**src/rtl/fetch_queue.sv**
```systemverilog
// fetch_queue: DEPTH-entry circular buffer of {pc, instr} pairs between fetch
// and decode, valid/ready on both sides, synchronous flush on redirect.
// Optional macro FETCH_QUEUE_BYPASS_EN: an empty queue forwards the incoming
// entry combinationally to the dequeue side in the same cycle.
module fetch_queue #(
    parameter int DEPTH = 4,
    parameter int XLEN  = 64
) (
    input  logic                     clk,
    input  logic                     reset,
    input  logic                     flush_i,
    input  logic                     enq_valid_i,
    input  logic [XLEN-1:0]          enq_pc_i,
    input  logic [31:0]              enq_instr_i,
    output logic                     enq_ready_o,
    output logic                     deq_valid_o,
    output logic [XLEN-1:0]          deq_pc_o,
    output logic [31:0]              deq_instr_o,
    input  logic                     deq_ready_i,
    output logic [$clog2(DEPTH):0]   count_o
);

    localparam int PW = $clog2(DEPTH);
    localparam int CW = PW + 1;
    localparam logic [CW-1:0] FULL_COUNT = CW'(DEPTH);
    localparam logic [CW-1:0] CNT_ONE    = CW'(1);
    localparam logic [PW-1:0] PTR_ONE    = PW'(1);

    logic [XLEN-1:0] mem_pc    [DEPTH];
    logic [31:0]     mem_instr [DEPTH];

    logic [PW-1:0] rd_ptr;
    logic [PW-1:0] wr_ptr;
    logic [CW-1:0] count;

    logic empty;
    logic do_write;
    logic do_pop;

    assign empty       = (count == '0);
    assign enq_ready_o = (count != FULL_COUNT);
    assign count_o     = count;

`ifdef FETCH_QUEUE_BYPASS_EN
    logic bypass;
    logic bypass_take;

    // Empty queue forwards the fetch entry directly; a consumed forward is never stored.
    always_comb begin
        bypass      = empty & enq_valid_i & ~flush_i & ~reset;
        bypass_take = bypass & deq_ready_i;
        deq_valid_o = ~empty | bypass;
        deq_pc_o    = '0;
        deq_instr_o = '0;
        if (!empty) begin
            deq_pc_o    = mem_pc[rd_ptr];
            deq_instr_o = mem_instr[rd_ptr];
        end else if (bypass) begin
            deq_pc_o    = enq_pc_i;
            deq_instr_o = enq_instr_i;
        end
        do_write = enq_valid_i & enq_ready_o & ~bypass_take;
        do_pop   = deq_ready_i & ~empty;
    end
`else
    // Head entry falls through from storage; zeros while empty.
    always_comb begin
        deq_valid_o = ~empty;
        deq_pc_o    = '0;
        deq_instr_o = '0;
        if (!empty) begin
            deq_pc_o    = mem_pc[rd_ptr];
            deq_instr_o = mem_instr[rd_ptr];
        end
        do_write = enq_valid_i & enq_ready_o;
        do_pop   = deq_ready_i & ~empty;
    end
`endif

    // Storage write at the tail; contents are not cleared by reset or flush.
    always_ff @(posedge clk) begin
        if (do_write && !flush_i && !reset) begin
            mem_pc[wr_ptr]    <= enq_pc_i;
            mem_instr[wr_ptr] <= enq_instr_i;
        end
    end

    // Pointer and occupancy update; reset and flush discard everything.
    always_ff @(posedge clk) begin
        if (reset || flush_i) begin
            rd_ptr <= '0;
            wr_ptr <= '0;
            count  <= '0;
        end else begin
            if (do_write) begin
                wr_ptr <= wr_ptr + PTR_ONE;
            end
            if (do_pop) begin
                rd_ptr <= rd_ptr + PTR_ONE;
            end
            if (do_write && !do_pop) begin
                count <= count + CNT_ONE;
            end else if (!do_write && do_pop) begin
                count <= count - CNT_ONE;
            end
        end
    end

endmodule

```
**config.mk**
```make
export PLATFORM = sky130hd
export DESIGN_NAME = fetch_queue
export DESIGN_NICKNAME = d
export VERILOG_FILES = /design/src/rtl/fetch_queue.sv
export SDC_FILE = /design/constraint.sdc
export NUM_CORES = 1
export LEC_CHECK = 0
export ABC_CLOCK_PERIOD_IN_PS = 8550
export CAP_MARGIN = 20
export CORE_MARGIN = 2
export CORE_UTILIZATION = 50
export CTS_CLUSTER_SIZE = 16
export DETAILED_ROUTE_END_ITERATION = 8
export PLACE_DENSITY_LB_ADDON = 0.25
export SETUP_SLACK_MARGIN = 0.15
export SYNTH_ARGS = -nofsm -noshare
export SYNTH_HDL_FRONTEND = slang
export SYNTH_SLANG_ARGS = --single-unit
```
**constraint.sdc**
```tcl
create_clock -name clk -period 8.55 [get_ports clk]
set_input_delay 0.855 -clock clk [delete_from_list [all_inputs] [get_ports clk]]
set_output_delay 0.855 -clock clk [all_outputs]
set_load 0.005 [all_outputs]
```
After elaboration in Yosys (flattened, before gate mapping)
Memories as Yosys holds them, arrays and structs flattened. A register that Yosys moved wholly into a read port is not among the register bits.
Index checks and enable logic that the tools add are counted.
- register bits after elaboration: 7
- input port bits: 101
- output and inout port bits: 101
- memories: 2
- word-level logic and storage cells: 34
- memory bits (writable): 384
- memories (name ; words ; bits a word ; rd ports ; clocked after memory_dff ; wr ports ; line ; RTL):
    mem_pc ; 4 ; 64 ; 1 ; 1 ; 1 ; 29 ; logic [XLEN-1:0] mem_pc [DEPTH];
    mem_instr ; 4 ; 32 ; 1 ; 1 ; 1 ; 30 ; logic [31:0] mem_instr [DEPTH];
- reductions and logical operators: 11
- muxes and demuxes: 10
- equal/unequal tests: 1
- add/sub/neg operators: 4
- bitwise gates (word level): 3
- operators by type and width (operator ; count):
    2-to-1 mux 64 bit ; 1
    2-to-1 mux 32 bit ; 1
    2-to-1 mux 2 bit ; 4
    2-to-1 mux 3 bit ; 2
    adder 2 x 1 -> 2 bit, second input constant ; 2
    logical AND 1 bit ; 4
    zero test 1 bit ; 4
    adder 3 x 1 -> 3 bit, second input constant ; 1
    zero test 3 bit ; 1
    != test 3 bit, second input constant ; 1
    subtractor 3 x 1 -> 3 bit, second input constant ; 1
    AND 1 bit ; 2
    2-to-1 mux 1 bit ; 2
    nonzero test 2 bit ; 1
    logical OR 1 bit ; 1
    inverter 1 bit ; 1

Logic depth before layout (Yosys ltp)
- depth after elaboration: 6
- mapped depth: 9

Worst setup path before layout
OpenSTA, ideal clock, no wires.
- path kind: input to register
- start: in flush_i
- end: mem mem_instr[0][0] (enable)
- path slack: 4.671 ns
- data arrival time: 3.413 ns
- cell stages on the path: 2
- path buffers: 0
- cell sequence: nor2_1 -> and3_1
- word-level cells in the longest chain between the ends: 5
- RTL lines (item ; line ; RTL):
    from (decl) ; 11 ; input logic flush_i,
    zero test 1 bit ; 82 ; if (do_write && !flush_i && !reset) begin
    logical AND 1 bit (2 in series) ; 82 ;
    2-to-1 mux 1 bit ; 82 ;
    2-to-1 mux 1 bit (not written as such) ; 84 ; mem_instr[wr_ptr] <= enq_instr_i;
    to (decl) ; 30 ;
Every way passes these cells.

==> metrics.md <==
| Metric | Value |
|---|---|
| Hold Path Class | `register to register` |
| Synth warn | `0` |
| Pleak | `between 5 and 6 nW` |
| CP dominant cell by count | `buf_4` |
| Worst-Skew Late Latency | `around 0.53 ns` |
| Hold path depth | `2` |
| Root Buffer | `clkbuf_16` |
| Synth Register Bits | `slightly below 400` |
| Sequential fraction of the synthesis area | `78.3%` |
| Most frequent cells after synthesis | `edfxtp_1 (384), and2_1 (96), mux4_2 (96), clkbuf_1 (16), buf_2 (11)` |
| Avg WL per Cell | `around 23 um` |
| Reg2reg path depth | `4` |
| Post-Synth Simple-Gate Area | `under 10%` |
| Core area | `29600 sq um` |
| Reg-to-Reg End | `mem_pc[1][2]` |
| H-tree levels | `2` |
| Register area | `11700 sq um` |
| Chip Height | `roughly 180 um` |
| Cell Chain, Critical Path | `buf_4, buf_4, mux4_2, and2_1, clkdlybuf4s50_1` |
| Worst path max stage delay | `roughly 0.74 ns` |
| Startpoint types | `register` |
| Grt total ovfl | `0` |
| Yosys top cell area share | `roughly 77%` |
| Synth Area in Compound Gates | `0.293%` |
| Largest area contributor in the netlist | `edfxtp_1` |
| Critical path arrival | `roughly 3.9 ns` |
| Worst slew margin | `between 20 and 30%` |
| Fmax | `0.212 GHz` |
| First-pass GRT wire length | `between 40 and 50 mm` |
| Max cap viols | `0` |
| Buffers on Ports | `201` |
| Synthesized cell area | `approximately 15000 sq um` |
| Total GRT Usage | `19.2%` |
| Via count | `a little over 7000` |
| Kind of critical path | `register to output pin` |
| Multiplexer area fraction after synthesis | `between 10% and 20%` |
| 1st-pass router iterations | `5` |
| Most common cell in the netlist | `edfxtp_1` |
| Clock buffer depth | `3` |
| Multi-input logic area | `~3000 sq um` |
| Cells after synthesis | `~660` |
| Worst-margin pin slew | `1.07 ns` |
| Reg2reg start | `count_o[0]` |
| Peak supply drop | `about 0.18 mV` |
| CP endpoint kind | `output pin` |
| Die width | `177 um` |
| Post-route DRC | `0` |
| CP Max Fanout | `35` |
| Setup repair bufs after CTS | `0` |
| Largest family of logic cells by synthesized area | `multiplexers` |
| Fill cells | `just over 2000` |
| Final worst slack | `between 3 and 4 ns` |
| # setup viols final | `0` |
| Synth Area in XOR/XNOR | `less than 1%` |
| Pwr per Cell Area | `roughly 230 nW/um^2` |
| Placer congestion estimate | `between 0.7 and 0.8` |
| Final Total Pwr | `~4.3 mW` |
| Most used DFF post-synth | `edfxtp_1` |
| Final Hold Viols | `0` |
| HPWL Detailed | `between 15 and 20 mm` |
| Row count | `63` |
| Ys async rst share | `0%` |
| Detailed Route WL | `between 20 and 30 mm` |
| Initial Util | `50.6%` |
| Status | `finished, final reports clean` |
| Synth unique cells | `27` |
| Synthesized Nets | `around 770` |
| Flop-to-flop setup slack | `5.54 ns` |
| RSZ-0062 raised after global routing | `false` |
| Number of global-route vias before repair | `7665` |
| Core Util, Final | `between 60% and 70%` |
| Clock slew at reported path FFs | `roughly 0.06 ns` |
| Synth top area cells | `edfxtp_1 (77%), mux4_2 (14%), and2_1 (4.0%)` |
| # hold bufs at CTS | `0` |
| Total negative slack | `0 ns` |
| Largest net degree at the start of global routing | `78` |
| Worst Hold End | `wr_ptr[0]` |
| CP max stage cell | `dfxtp_4` |
| Final period util | `a little under three fifths` |
| Num CTS Buffers | `40` |
| Avg Cell Area, Syn | `around 23 sq um` |
| Min Tclk post-route | `~4.7 ns` |
| Detail Route Antenna Nets | `0` |
| Worst EP required | `slightly below 8 ns` |
| Initial antenna violation count | `7` |
| EDFF count, synth | `~380` |
| Synth Area in Adders | `0.552%` |
| Post-CTS sizing | `0` |
| Final #Nets | `981` |
| I/O Pins | `202` |
| DP Worst Slack | `roughly 4.2 ns` |
| Die area | `about 31000 sq um` |
| Layout cells sized above 1 | `approximately a fifth` |
| TritonCTS clock tree | `yes` |
| Worst Min Path Start | `wr_ptr[0]` |
| Drt initial violations | `between 500 and 600` |
| Layout area overhead | `25.0%` |
| Clk sinks | `roughly 390` |
| Skew final | `0.0173 ns` |
| Via-to-Cell Ratio | `5.48` |
| Slew Limit Fails | `0` |
[flip-flops by register name, summed over array words and instances, names as in the netlist, named ones only]
signal     flops
count_o        3
rd_ptr         2
wr_ptr         2
mem_instr    128
mem_pc       256
[cells by family (layout without fill, tap and decap cells)]
kind of cell | after synthesis | after routing
other | 0 | 5
DFF | 393 | 393
adders and majority gates | 6 | 6
AOI/OAI and AO/OA | 6 | 6
and+or+nand+nor | 114 | 114
muxes | 97 | 97
buffers and inverters | 38 | 285
xor gates and xnor gates | 4 | 4
[stage by stage]
step                      hold slack [ns]  std cells  instance area [sq um]
after floorplan                     0.470        658                  15000
after CTS                           0.501       1295                  18700
after detailed placement            0.493       1222                  17300
final                               0.500       1300                  18700
after global routing                0.559       1297                  18700
after global placement              0.480       1222                  17300
[critical path: cells and delay by family (launching register included)]
kind,cells,cell delay (ns)
and+or+nand+nor,1,0.20
buffers and inverters,3,1.80
muxes,1,0.59
DFF,1,0.74
[power by group]
part	leakage [nW]	total [mW]	switching (mW)	internal, mW
combinational	1.68	0.404	0.169	0.235
clock	0.656	1.76	0.687	1.07
sequential	3.54	2.15	0.0130	2.14
total	5.87	4.32	0.869	3.45
[area by class of cell]
cell class | count | share of cell area [%]
Antenna cell | 5 | 0.0669
Clock buffer | 50 | 5.72
Clock inverter | 23 | 1.47
Inverter | 3 | 0.0602
Multi-Input combinational cell | 227 | 16.3
Sequential cell | 393 | 62.7
Tap cell | 390 | 2.61
Timing Repair Buffer | 209 | 11.1
[worst max path at each step]
| stage | startpoint | slack (ns) | depth (start not counted) | to |
|---|---|---|---|---|
| after floorplan | flush_i | 4.67 | 2 | mem_instr[0][0] |
| after global placement | register | 4.20 | 5 | deq_instr_o[30] |
| after detailed placement | register | 4.20 | 5 | deq_instr_o[30] |
| after CTS | register | 3.64 | 5 | deq_instr_o[30] |
| after global routing | register | 3.46 | 5 | deq_pc_o[63] |
| final | register | 3.82 | 5 | deq_instr_o[10] |
[metal layers]
layer  global-route usage, %  share of wire, %  vias up
met2                    31.4                50      220
met1                    26.0                42     3732
met4                    5.23               1.6        2
met5                       0             0.054        -
met3                    4.66               6.3       39
li1                        -                 -     3128
[layout by cell type (no fill, tap or decap), types with 2 or more instances in the layout]
cell type / count
and2_1: 96
dfxtp_1: 7
clkinvlp_4: 2
nand4_1: 2
diode_2: 5
inv_6: 3
clkbuf_16: 41
bufinv_16: 6
clkinv_1: 5
clkdlybuf4s50_1: 201
clkinv_2: 7
clkbuf_1: 8
mux4_2: 96
nor2_1: 6
edfxtp_1: 384
ha_1: 5
dfxtp_4: 2
xor2_1: 4
and3_4: 4
inv_1: 3
o21ai_0: 2
buf_4: 8
Note: power is estimated with default switching activity, not from simulation.
